## src/rtl/serial_add_sub_ctrl.sv

```systemverilog
// serial_add_sub_ctrl
//   Bit-serial add/subtract sequencer. One 1-bit full-adder slice is fed one
//   operand bit pair per clock, LSB first, with the carry held in a flip-flop
//   between cycles. Subtraction is a + ~b + 1, using the carry FF as the +1.
//
// Ports
//   clk        clock, rising edge
//   rst_n      asynchronous active-low reset
//   start      request, accepted only while ready=1
//   sub        0: a+b, 1: a-b (sampled at acceptance)
//   op_a/op_b  WIDTH-bit operands (sampled at acceptance)
//   ready      high in IDLE
//   busy       high in RUN
//   done       one-cycle pulse, result/flags valid
//   result     WIDTH-bit sum/difference (registered, held until next completion)
//   carry_out  carry out of MSB (sub: 1 = no borrow)
//   overflow   signed overflow, carry-in(MSB) ^ carry-out(MSB)
module serial_add_sub_ctrl #(
  parameter int WIDTH = 8  // legal 2..32
) (
  input  logic             clk,
  input  logic             rst_n,
  input  logic             start,
  input  logic             sub,
  input  logic [WIDTH-1:0] op_a,
  input  logic [WIDTH-1:0] op_b,
  output logic             ready,
  output logic             busy,
  output logic             done,
  output logic [WIDTH-1:0] result,
  output logic             carry_out,
  output logic             overflow
);

  localparam int CW = (WIDTH > 2) ? $clog2(WIDTH) : 1;
  localparam logic [CW-1:0] LAST = CW'(WIDTH - 1);

  typedef enum logic [1:0] {IDLE, RUN, DONE} state_e;

  state_e           state_q;
  logic [WIDTH-1:0] a_q, b_q;
  logic [WIDTH-2:0] sr_q;      // bits already produced, LSB-aligned as they shift down
  logic             c_q;
  logic [CW-1:0]    cnt_q;
  logic [WIDTH-1:0] result_q;
  logic             carry_q, ovf_q;

  // 1-bit slice
  logic s_d, cout_d;
  assign s_d    = a_q[0] ^ b_q[0] ^ c_q;
  assign cout_d = (a_q[0] & b_q[0]) | (a_q[0] & c_q) | (b_q[0] & c_q);

  // New sum bit enters on the MSB side; after WIDTH steps cat_d is the full result.
  logic [WIDTH-1:0] cat_d;
  assign cat_d = {s_d, sr_q};

  always_ff @(posedge clk or negedge rst_n) begin
    if (!rst_n) begin
      state_q  <= IDLE;
      a_q      <= '0;
      b_q      <= '0;
      sr_q     <= '0;
      c_q      <= 1'b0;
      cnt_q    <= '0;
      result_q <= '0;
      carry_q  <= 1'b0;
      ovf_q    <= 1'b0;
    end else begin
      case (state_q)
        IDLE: begin
          if (start) begin
            a_q     <= op_a;
            b_q     <= sub ? ~op_b : op_b;
            c_q     <= sub;
            cnt_q   <= '0;
            state_q <= RUN;
          end
        end
        RUN: begin
          a_q   <= a_q >> 1;
          b_q   <= b_q >> 1;
          sr_q  <= cat_d[WIDTH-1:1];
          c_q   <= cout_d;
          cnt_q <= cnt_q + CW'(1);
          if (cnt_q == LAST) begin
            // c_q here is the carry into the MSB
            result_q <= cat_d;
            carry_q  <= cout_d;
            ovf_q    <= c_q ^ cout_d;
            state_q  <= DONE;
          end
        end
        DONE:    state_q <= IDLE;
        default: state_q <= IDLE;
      endcase
    end
  end

  assign ready     = (state_q == IDLE);
  assign busy      = (state_q == RUN);
  assign done      = (state_q == DONE);
  assign result    = result_q;
  assign carry_out = carry_q;
  assign overflow  = ovf_q;

endmodule

```

## config.mk

```make
export PLATFORM = sky130hd
export DESIGN_NAME = serial_add_sub_ctrl
export DESIGN_NICKNAME = d
export VERILOG_FILES = /design/src/rtl/serial_add_sub_ctrl.sv
export SDC_FILE = /design/constraint.sdc
export NUM_CORES = 1
export LEC_CHECK = 0
export CAP_MARGIN = 30
export CORE_UTILIZATION = 46
export DETAILED_ROUTE_END_ITERATION = 12
export GPL_ROUTABILITY_DRIVEN = 0
export PLACE_DENSITY = 0.83
export SLEW_MARGIN = 20
export SYNTH_ARGS = -nofsm -noshare
export SYNTH_HDL_FRONTEND = slang
export SYNTH_SLANG_ARGS = --single-unit
```

## constraint.sdc

```tcl
create_clock -name clk -period 1.7 [get_ports clk]
set_clock_uncertainty 0.2 [all_clocks]
set_input_delay 0.17 -clock clk [delete_from_list [all_inputs] [get_ports clk]]
set_output_delay 0.17 -clock clk [all_outputs]
set_load 0.01 [all_outputs]
```

==> flow_summary.ini <==
[run_status]
outcome = complete, but fails checks
failed_checks = setup timing

[run]
max_cap_viol_count = 0

[route]
wl_per_cell_um = 14.0
ant_nets_after_route = 0
routed-via-count = 1307
totalWireLength_um = 3420
initialDrtViolationCount = 55
avgViaCountPerCell = 5.36
drc_errors = 0
drtPass1Iterations = 5

[critical_path]
path_max_fanout = 7
cp.arrival_ps = 1670
critical_path.startpoint = cnt_q[1]$_DFFE_PN0P_
nature_of_the_critical_path_startpoint = flop
r2r.worst_path.cells = 5
critical_path_required_ps = 1670
worstSetupEndpointType = flop
critical_path.reg2reg.startpoint = cnt_q[1]$_DFFE_PN0P_
criticalPathCategory = reg -> reg
r2r_end = result[6]$_DFFE_PN0P_
timing.reg2reg.setup_slack_ps = -7

[synth]
seq_area_frac_synth_pct = 56.3
synth_cell_type_count = 28
synth_area_leaders = sky130_fd_sc_hd__dfrtp_1 (56%), sky130_fd_sc_hd__mux2_2 (11%), sky130_fd_sc_hd__xnor2_1 (4.0%)
syn_inst = 145
ys_warn_count = 0
edff_count_synth = 0
synth.avg_cell_area_um2 = 12.0
primary_flip_flop_cell_chosen_by_synthesis_mapping = sky130_fd_sc_hd__dfrtp_1
mapped_cell_area_mm2 = 0.00173
synth-async-reset-ratio_pct = 100
ys_ff_latch = 39
yosysTopAreaCell = sky130_fd_sc_hd__dfrtp_1
synth_top_area_share_pct = 56.3
synth_nets = 168

[placement]
pre_cts_ws_ps = -59.4
numPlacedInstances = 225
place_hpwl_um = 2240
portBuffers = 32

[die]
core_area_mm2 = 0.00347
die_y_um = 63.4
initial_utilization_pct = 50.0
die_x_um = 63.4
die_outline_area_mm2 = 0.00402
top_level_ports = 33
rows = 21

[sta]
timing.final.crit_period_ps = 1710
holdWs_ps = 255
max-slew-margin-rel_pct = 68.0
final-max-slew-violation-count = 0
post-route-period-util_pct = 100
setup_viol = 5
worstMarginPinSlew_ps = 480
final.setup.worst_slack_ps = -6.81
max_freq_mhz = 586
hold_violations = 0
grt_setup_unrepaired = yes

[global_route]
track_usage_pct = 19.3
first_pass_grt_wire_length_um = 5970
grt_pass1_vias = 1304
antenna_found_initial = 0
grt_start_max_net_pins = 40
gr-total-overflow = 0

[cells_and_area]
layout-drive-gt1-share_pct = 28.3
layout.cells.most_common = sky130_fd_sc_hd__dfrtp_1
design.final.nets = 221
instances_no_fill = 244
syn_to_final_growth_pct = 38.3
layout.cells.most_common_list = sky130_fd_sc_hd__dfrtp_1 (38), sky130_fd_sc_hd__clkdlybuf4s50_1 (28), sky130_fd_sc_hd__buf_4 (20), sky130_fd_sc_hd__nand2_1 (15), sky130_fd_sc_hd__o21ai_0 (11)
num_antenna_cells = 0

[clocking]
cts-htree-levels = 2
max_clock_buf_depth = 2
clock_pin_transition_on_the_worst_setup_and_hold_timing_paths_ps = 70
clock_tree_from_tritoncts = built
clock_latency_of_the_later_clocked_register_in_the_worst_skew_pair_ps = 290
tritoncts_num_sinks = 39
cts_root_buf = sky130_fd_sc_hd__clkbuf_8
tritoncts.num_buffers = 5

[power]
static-leakage-power_uw = 0.00109
power_density_mw_per_mm2 = 1620
worst_ir_drop_vdd_v = 0.000673

[worst_hold_path]
min_path_type = in -> async
==> metal layers <==
layer / vias up / track usage [%] / part of all wire, %
li1: 611 / - / -
met1: 655 / 24.1 / 44
met2: 35 / 32.3 / 50
met3: 6 / 4.89 / 4.0
met4: 0 / 6.25 / 1.4
met5: - / 0 / 0
==> final cells by class <==
cell class              instances  area, um^2
clock inverters                 1        5.00
well taps                      46        57.6
clock buffers                   6        82.6
multi-input cells              93         748
repair buffers                 56         514
fillers                       258        1070
flip-flops and latches         39         977
inverters                       3        11.3
==> cell usage after synthesis (2+ instances only) <==
| cell type | n |
|---|---|
| sky130_fd_sc_hd__dfrtp_1 | 39 |
| sky130_fd_sc_hd__mux2_2 | 17 |
| sky130_fd_sc_hd__nand2_1 | 15 |
| sky130_fd_sc_hd__o21ai_0 | 11 |
| sky130_fd_sc_hd__xnor2_1 | 8 |
| sky130_fd_sc_hd__a22oi_1 | 7 |
| sky130_fd_sc_hd__nor2_1 | 6 |
| sky130_fd_sc_hd__buf_2 | 4 |
| sky130_fd_sc_hd__nand3_1 | 4 |
| sky130_fd_sc_hd__o211ai_1 | 4 |
| sky130_fd_sc_hd__a221o_2 | 3 |
| sky130_fd_sc_hd__inv_1 | 3 |
| sky130_fd_sc_hd__a21oi_1 | 2 |
| sky130_fd_sc_hd__a22o_1 | 2 |
| sky130_fd_sc_hd__a31oi_1 | 2 |
| sky130_fd_sc_hd__and2b_1 | 2 |
| sky130_fd_sc_hd__clkbuf_1 | 2 |
| sky130_fd_sc_hd__clkbuf_2 | 2 |
| sky130_fd_sc_hd__ha_1 | 2 |
| sky130_fd_sc_hd__nor2b_1 | 2 |
==> worst max-delay path by stage <==
stage                            endpoint  slack, ps  depth (start not counted)
floorplan           carry_out$_DFFE_PN0P_         20                          5
global placement       a_q[6]$_DFFE_PN0P_         30                          5
detailed placement     a_q[2]$_DFFE_PN0P_        -60                          5
CTS                 result[2]$_DFFE_PN0P_         -9                          6
global route        result[4]$_DFFE_PN0P_        -60                          5
finish              result[6]$_DFFE_PN0P_         -7                          5
==> power by group <==
part | switching, uW | internal, uW
Clock | 297 | 318
Sequential | 256 | 1330
Combinational | 665 | 1020
Total | 1220 | 2670
==> worst max-delay path, stage by stage, from the launching register on <==
cell and delay, ps:
sky130_fd_sc_hd__dfrtp_1 390, sky130_fd_sc_hd__ha_2 210, sky130_fd_sc_hd__ha_4 160, sky130_fd_sc_hd__nand3b_1 150
sky130_fd_sc_hd__buf_6 170, sky130_fd_sc_hd__mux2_4 300
==> cell families (layout without fill, tap and decap cells) <==
logic type	after synthesis	after routing	share of synthesized area (%)
compound gates	32	32	12.9
xor+xnor	9	9	4.55
fa+ha+maj	3	3	2.60
buf+inv	13	66	3.90
flops	39	39	56.3
mux	17	17	11.0
simple gates	32	32	8.74
==> per-stage QoR <==
stage,power [uW],instance area [um^2],utilization [%],TNS (ps)
final,3880,2400,69.1,-21.0
after global routing,4140,2400,69.1,-359
after CTS,3860,2390,68.8,-24.6
after detailed placement,3080,2160,62.4,-393
after global placement,2980,2160,62.4,0
after floorplan,2470,1740,-,0
==> what timing repair did <==
item / 4_1_cts / 5_1_grt
resized for setup: 16 / 5
pin swaps: 1 / 1
endpoints found under the hold margin: 39 / 0
setup endpoints to repair: 14 / 10
gates cloned: 1 / 0
setup buffers: 7 / 5
hold buffers: 1 / 0
==> state kept, by name, indices dropped and copies added (netlist names) <==
| name | count |
|---|---|
| sr_q | 7 |
| carry_out | 1 |
| b_q | 8 |
| cnt_q | 3 |
| state_q | 2 |
| a_q | 8 |
| overflow | 1 |
| result | 8 |
| c_q | 1 |
No activity file was read; power rests on OpenSTA's default activity.
==> variant 1: new RTL, config.mk and constraints unchanged <==
Reset style: synchronous (`rst_n`), changed in one clocked block. Comments in the files are not updated.
--- a/src/rtl/serial_add_sub_ctrl.sv
+++ b/src/rtl/serial_add_sub_ctrl.sv
@@ -56,3 +56,3 @@
 
-  always_ff @(posedge clk or negedge rst_n) begin
+  always_ff @(posedge clk) begin
     if (!rst_n) begin
Check against the original RTL: differs if rst_n is asserted again (counterexample within 4 cycles, from zero or initial values and one cycle with rst_n low); with rst_n held inactive, the same outputs for 10 cycles.
==> variant 1 against the unedited design <==
Setup slack improved by 0.091 ns; synthesized area rose by 0.43%; first-iteration DRC count rose to 2.5 times the old value; wire length rose by 3.1%; sequential cell count did not move; count of clock-buffer cells in the layout fell by 1; cell area fell by 6.8%; cell count rose by 16%; via count rose by 14%.
Power is not compared: it rests on default switching activity, and its combinational part moved more than twofold at a synthesized area within 25%.
==> variant 1: results (changes against the unedited design) <==
The flop-to-flop setup slack is 0.17 ns (was -0.007 ns), and the fraction of registers with async set or reset after synthesis is 0% (was 100%). The largest incremental delay on the critical path is 0.36 ns (was 0.39 ns). The path type of the worst min-delay path was reg2reg (was in2async). The sum of routed wire length over all layers is 3530 µm (was 3420 µm). Largest net degree at the start of global routing: 31 (was 40).

The tools report the number of filler instances in the final layout as 309 (was 258). Leading post-synthesis cells by instance count: 41 x nand2_1, 39 x dfxtp_1, 24 x a21oi_1 (was 39 x dfrtp_1, 17 x mux2_2, 15 x nand2_1). The layout cell share with drive strength beyond 1 is 15.7% (was 28.3%), and the average via count per standard cell is 5.28 (was 5.36). The first-iteration detailed-routing DRC count came out at 139 (was 55). For the finished layout cell area, the log shows 2230 µm² (was 2400 µm²).

For the worst-skew pair, the clock arrives at the later sink with an insertion delay of 0.30 ns. For the HPWL after detailed placement, the log shows 2480 µm (was 2240 µm). The tools report the routing usage on met1 as 24.2% (was 24.1%). The total of cells resized after clock tree synthesis was 5 (was 16). For the post-synthesis sequential area ratio, the log shows 44.9% (was 56.3%). The number of nets in the layout is 258 (was 221), and the total routed wire length on the met1 layer is 1590 µm (was 1520 µm). Via count of the first global-routing pass: 1,381 (was 1,304). Transition time at the pin with the least slew margin: 0.367 ns (was 0.480 ns). For the global-route usage over all layers, the log shows 19.9% (was 19.3%). The run finished with clean final reports.

Slowest stage cell on the critical path: dfxtp_2 (was dfrtp_1). The logs give 1.25 ns (was 1.67 ns) for the data arrival at the endpoint of the critical path and 35 (was 28) for the number of distinct standard cells referenced by the synthesized netlist. The top fanout value on the critical path is 5 (was 7), and the global-route track usage on met2 is 32.4% (was 32.3%). The logs give 2140 µm² (was 2160 µm²) for the cell area after placement and 0 (was 7) for the post-CTS setup repair buffer count. The tools report the length of routed met3 wiring as 174 µm (was 136 µm). Main area contributors after synthesis: dfxtp_1 45%, nand2_1 8.8%, a21oi_1 6.9% (was dfrtp_1 56%, mux2_2 11%, xnor2_1 4.0%). The run gives 219 (was 168) as the number of nets in the synthesized netlist. Kind of cell with the highest combined delay on the critical path: buffers and inverters (was flip-flops).
[variant 1: cell count changes after synthesis, sizes merged, moves of 5 or more]
cell    change
a21oi      +22
dfrtp      -39
dfxtp      +39
mux2       -17
nand2      +26
o21ai       +5
o221ai      +7
or3b        +6
xnor2       -7
xor2        +7
[variant 1: final timing paths]
check	startpoint	to	cells past startpoint
max	state_q[0]$_SDFFE_PN0P_	ready	3
max reg2reg	cnt_q[0]$_SDFFE_PN0P_	overflow$_SDFFE_PN0P_	5
min reg2reg	result[6]$_SDFFE_PN0P_	result[6]$_SDFFE_PN0P_	2
min	result[6]$_SDFFE_PN0P_	result[6]$_SDFFE_PN0P_	2
[variant 1: cell families (layout without fill, tap and decap cells)]
logic type	after synthesis	in the layout	synth area share, %
compound gates	64	64	23.3
fa+ha+maj	3	3	2.59
simple gates	63	63	18.5
xor+xnor	9	9	4.53
buf+inv	17	57	5.61
flops	39	39	44.9
mux	1	1	0.575
[variant 1: worst register-to-register path, cell delays in order (launching register included)]
cell	delay (ns)
dfxtp_1	0.36
ha_1	0.16
ha_1	0.15
and3b_2	0.31
nor2_1	0.07
a211oi_1	0.20
[variant 1: cell type report]
class	count	area share [%]
clock buffers	5	3.08
clock inverters	3	0.896
flip-flops and latches	39	35.1
multi-input cells	140	38.7
inverters	5	0.952
repair buffers	44	18.8
well taps	46	2.58
[variant 1: through the flow]
stage | std cells | util [%] | power, µW | hold slack, ns | setup WS, ns
3_5_place_dp | 274 | 61.8 | 1240 | 0.250 | -0.172
4_1_cts | 282 | 64.4 | 1850 | 0.260 | 0.0453
6_report | 282 | 64.4 | 1840 | 0.258 | 0.0838
5_1_grt | 282 | 64.4 | 1930 | 0.274 | 0.0132
2_1_floorplan | 196 | - | 1150 | 0.162 | 0.199
3_3_place_gp | 274 | 61.8 | 1240 | 0.239 | -0.0891
==> variant 2: new RTL, same flow settings <==
Without the edit above. Set the parameter `WIDTH` to 4 (it was 8).
--- a/src/rtl/serial_add_sub_ctrl.sv
+++ b/src/rtl/serial_add_sub_ctrl.sv
@@ -18,3 +18,3 @@
 module serial_add_sub_ctrl #(
-  parameter int WIDTH = 8  // legal 2..32
+  parameter int WIDTH = 4  // legal 2..32
 ) (
Interface: changed (resized op_a, op_b and result); port bits go from 33 to 21. No check against the original RTL was run, so the function may have changed too.
==> variant 2 against the unedited design <==
Cell area down 43%; utilization decreased by 2.4 points; wire length fell by 39%; sequential cell count shrank 17; power down 42%; synthesized area decreased by 40%; count of clock-buffer cells in the layout decreased by 3; sequential share of layout area is 0.16 points lower; setup slack better by 0.072 ns; sequential power down 42%.
==> variant 2: results (changes against the unedited design) <==
The top fanout value on the critical path came out at 3 (was 7). The total routed wire length on the met1 layer was 888 µm (was 1520 µm); the headroom to the max-slew limit was 66.5% (was 68.0%). The number of nets in the synthesized netlist was 103 (was 168); the final hold slack was 0.0185 ns (was 0.255 ns).

The detailed route wirelength on metal2 is 1060 µm (was 1720 µm). TritonCTS buffer count: 3 (was 5). The register clock-pin slew on the reported worst setup and hold paths works out to 0.11 ns (was 0.07 ns).

The flop-to-flop setup slack was 0.09 ns (was -0.007 ns). Post-synthesis sequential area ratio: 53.2% (was 56.3%). For the setup slack at placement, the log shows -0.00286 ns (was -0.0594 ns).

Endpoint of the worst register-to-register path: result[0]$_DFFE_PN0P_ (was result[6]$_DFFE_PN0P_). The mean area per synthesized cell was 11.6 µm² (was 12.0 µm²). The largest incremental delay on the critical path is 0.45 ns (was 0.39 ns), and the setup slack after layout is 0.0649 ns (was -0.00681 ns).

The number of filler instances in the final layout is 168 (was 258). The flow ran to the end, and the final reports show no timing, DRC or antenna violations. The first-iteration detailed-routing DRC count came out at 21 (was 55). The area share of fa/ha/maj cells after synthesis is 3.14% (was 2.60%). Data arrival at the endpoint of the critical path: 1.27 ns (was 1.67 ns). The layout cell share with drive strength beyond 1 came out at 25.2% (was 28.3%). The switching share of power is 34.3% (was 31.4%). The logs give 1300 µm² (was 2160 µm²) for the cell area after placement and 66.7% (was 69.1%) for the final standard cell utilization of the core. The tools report the number of H-tree branching levels as 1 (was 2). The total via count in the routed design came out at 786 (was 1,307).

The first-pass iteration count of the detailed router is 4 (was 5), and the HPWL after detailed placement is 1370 µm (was 2240 µm). The clock tree root driver cell was clkbuf_4 (was clkbuf_8). Number of hold buffers added after CTS: 0 (was 1). The post-detailed-route wirelength per cell is 14.2 µm (was 14.0 µm), and the via count of the first global-routing pass is 799 (was 1,304). The number of distinct standard cells referenced by the synthesized netlist was 23 (was 28). The critical path start-end classification is reg2out (was reg2reg). For the global-route track usage on met3, the log shows 3.12% (was 4.89%).

The slowest stage cell on the critical path is dfrtp_2 (was dfrtp_1). Maximum vdd ir drop: 1110 µV (was 673 µV). The run gives 26.5% (was 24.1%) as the routing usage on met1. The launch instance of the worst register-to-register path was state_q[0]$_DFFE_PN0P_ (was cnt_q[1]$_DFFE_PN0P_). The share of the synthesized area in compound gates (AO/OA/AOI/OAI) works out to 13.5% (was 12.9%). The global-route usage over all layers came out at 20.0% (was 19.3%). The logs give 23 (was 40) for the largest net degree at the start of global routing and 0.000624 µW (was 0.00109 µW) for the standby leakage power. Main area contributors after synthesis: dfrtp_1 53%, mux2_2 9.8%, a22oi_1 5.1% (was dfrtp_1 56%, mux2_2 11%, xnor2_1 4.0%).

The tools report the capturing instance or port of the critical path as busy (was result[6]$_DFFE_PN0P_). The global-route track usage on met2 came out at 31.3% (was 32.3%). The first-pass GRT wire length is 3660 µm (was 5970 µm).
[variant 2: cell types whose count changed after synthesis, sizes merged, moves of 3 or more]
cell	delta
dfrtp	-17
nand2	-10
mux2	-8
xnor2	-7
nor2b	+6
o21ai	-5
a21oi	+4
nand3	-4
o211ai	-4
buf	-3
xor2	+3
[variant 2: power by group through the flow]
stage	clock (µW)	sequential, µW	combinational (µW)
final	222	921	1110
after floorplan	0	930	625
after detailed placement	0	943	1040
after global routing	253	949	1220
after global placement	0	935	1010
after CTS	233	922	1080
[variant 2: cell type report]
cell class,count,area share (%)
Sequential cell,22,40.6
Multi-Input combinational cell,60,33.5
Timing Repair Buffer,32,21.1
Tap cell,27,2.48
Clock buffer,3,1.65
Inverter,2,0.551
[variant 2: what timing repair did]
action / in CTS / in global routing
gates resized for setup: 7 / 1
pin swaps: 0 / 0
endpoints found under the setup margin: 3 / 4
setup buffers: 3 / 1
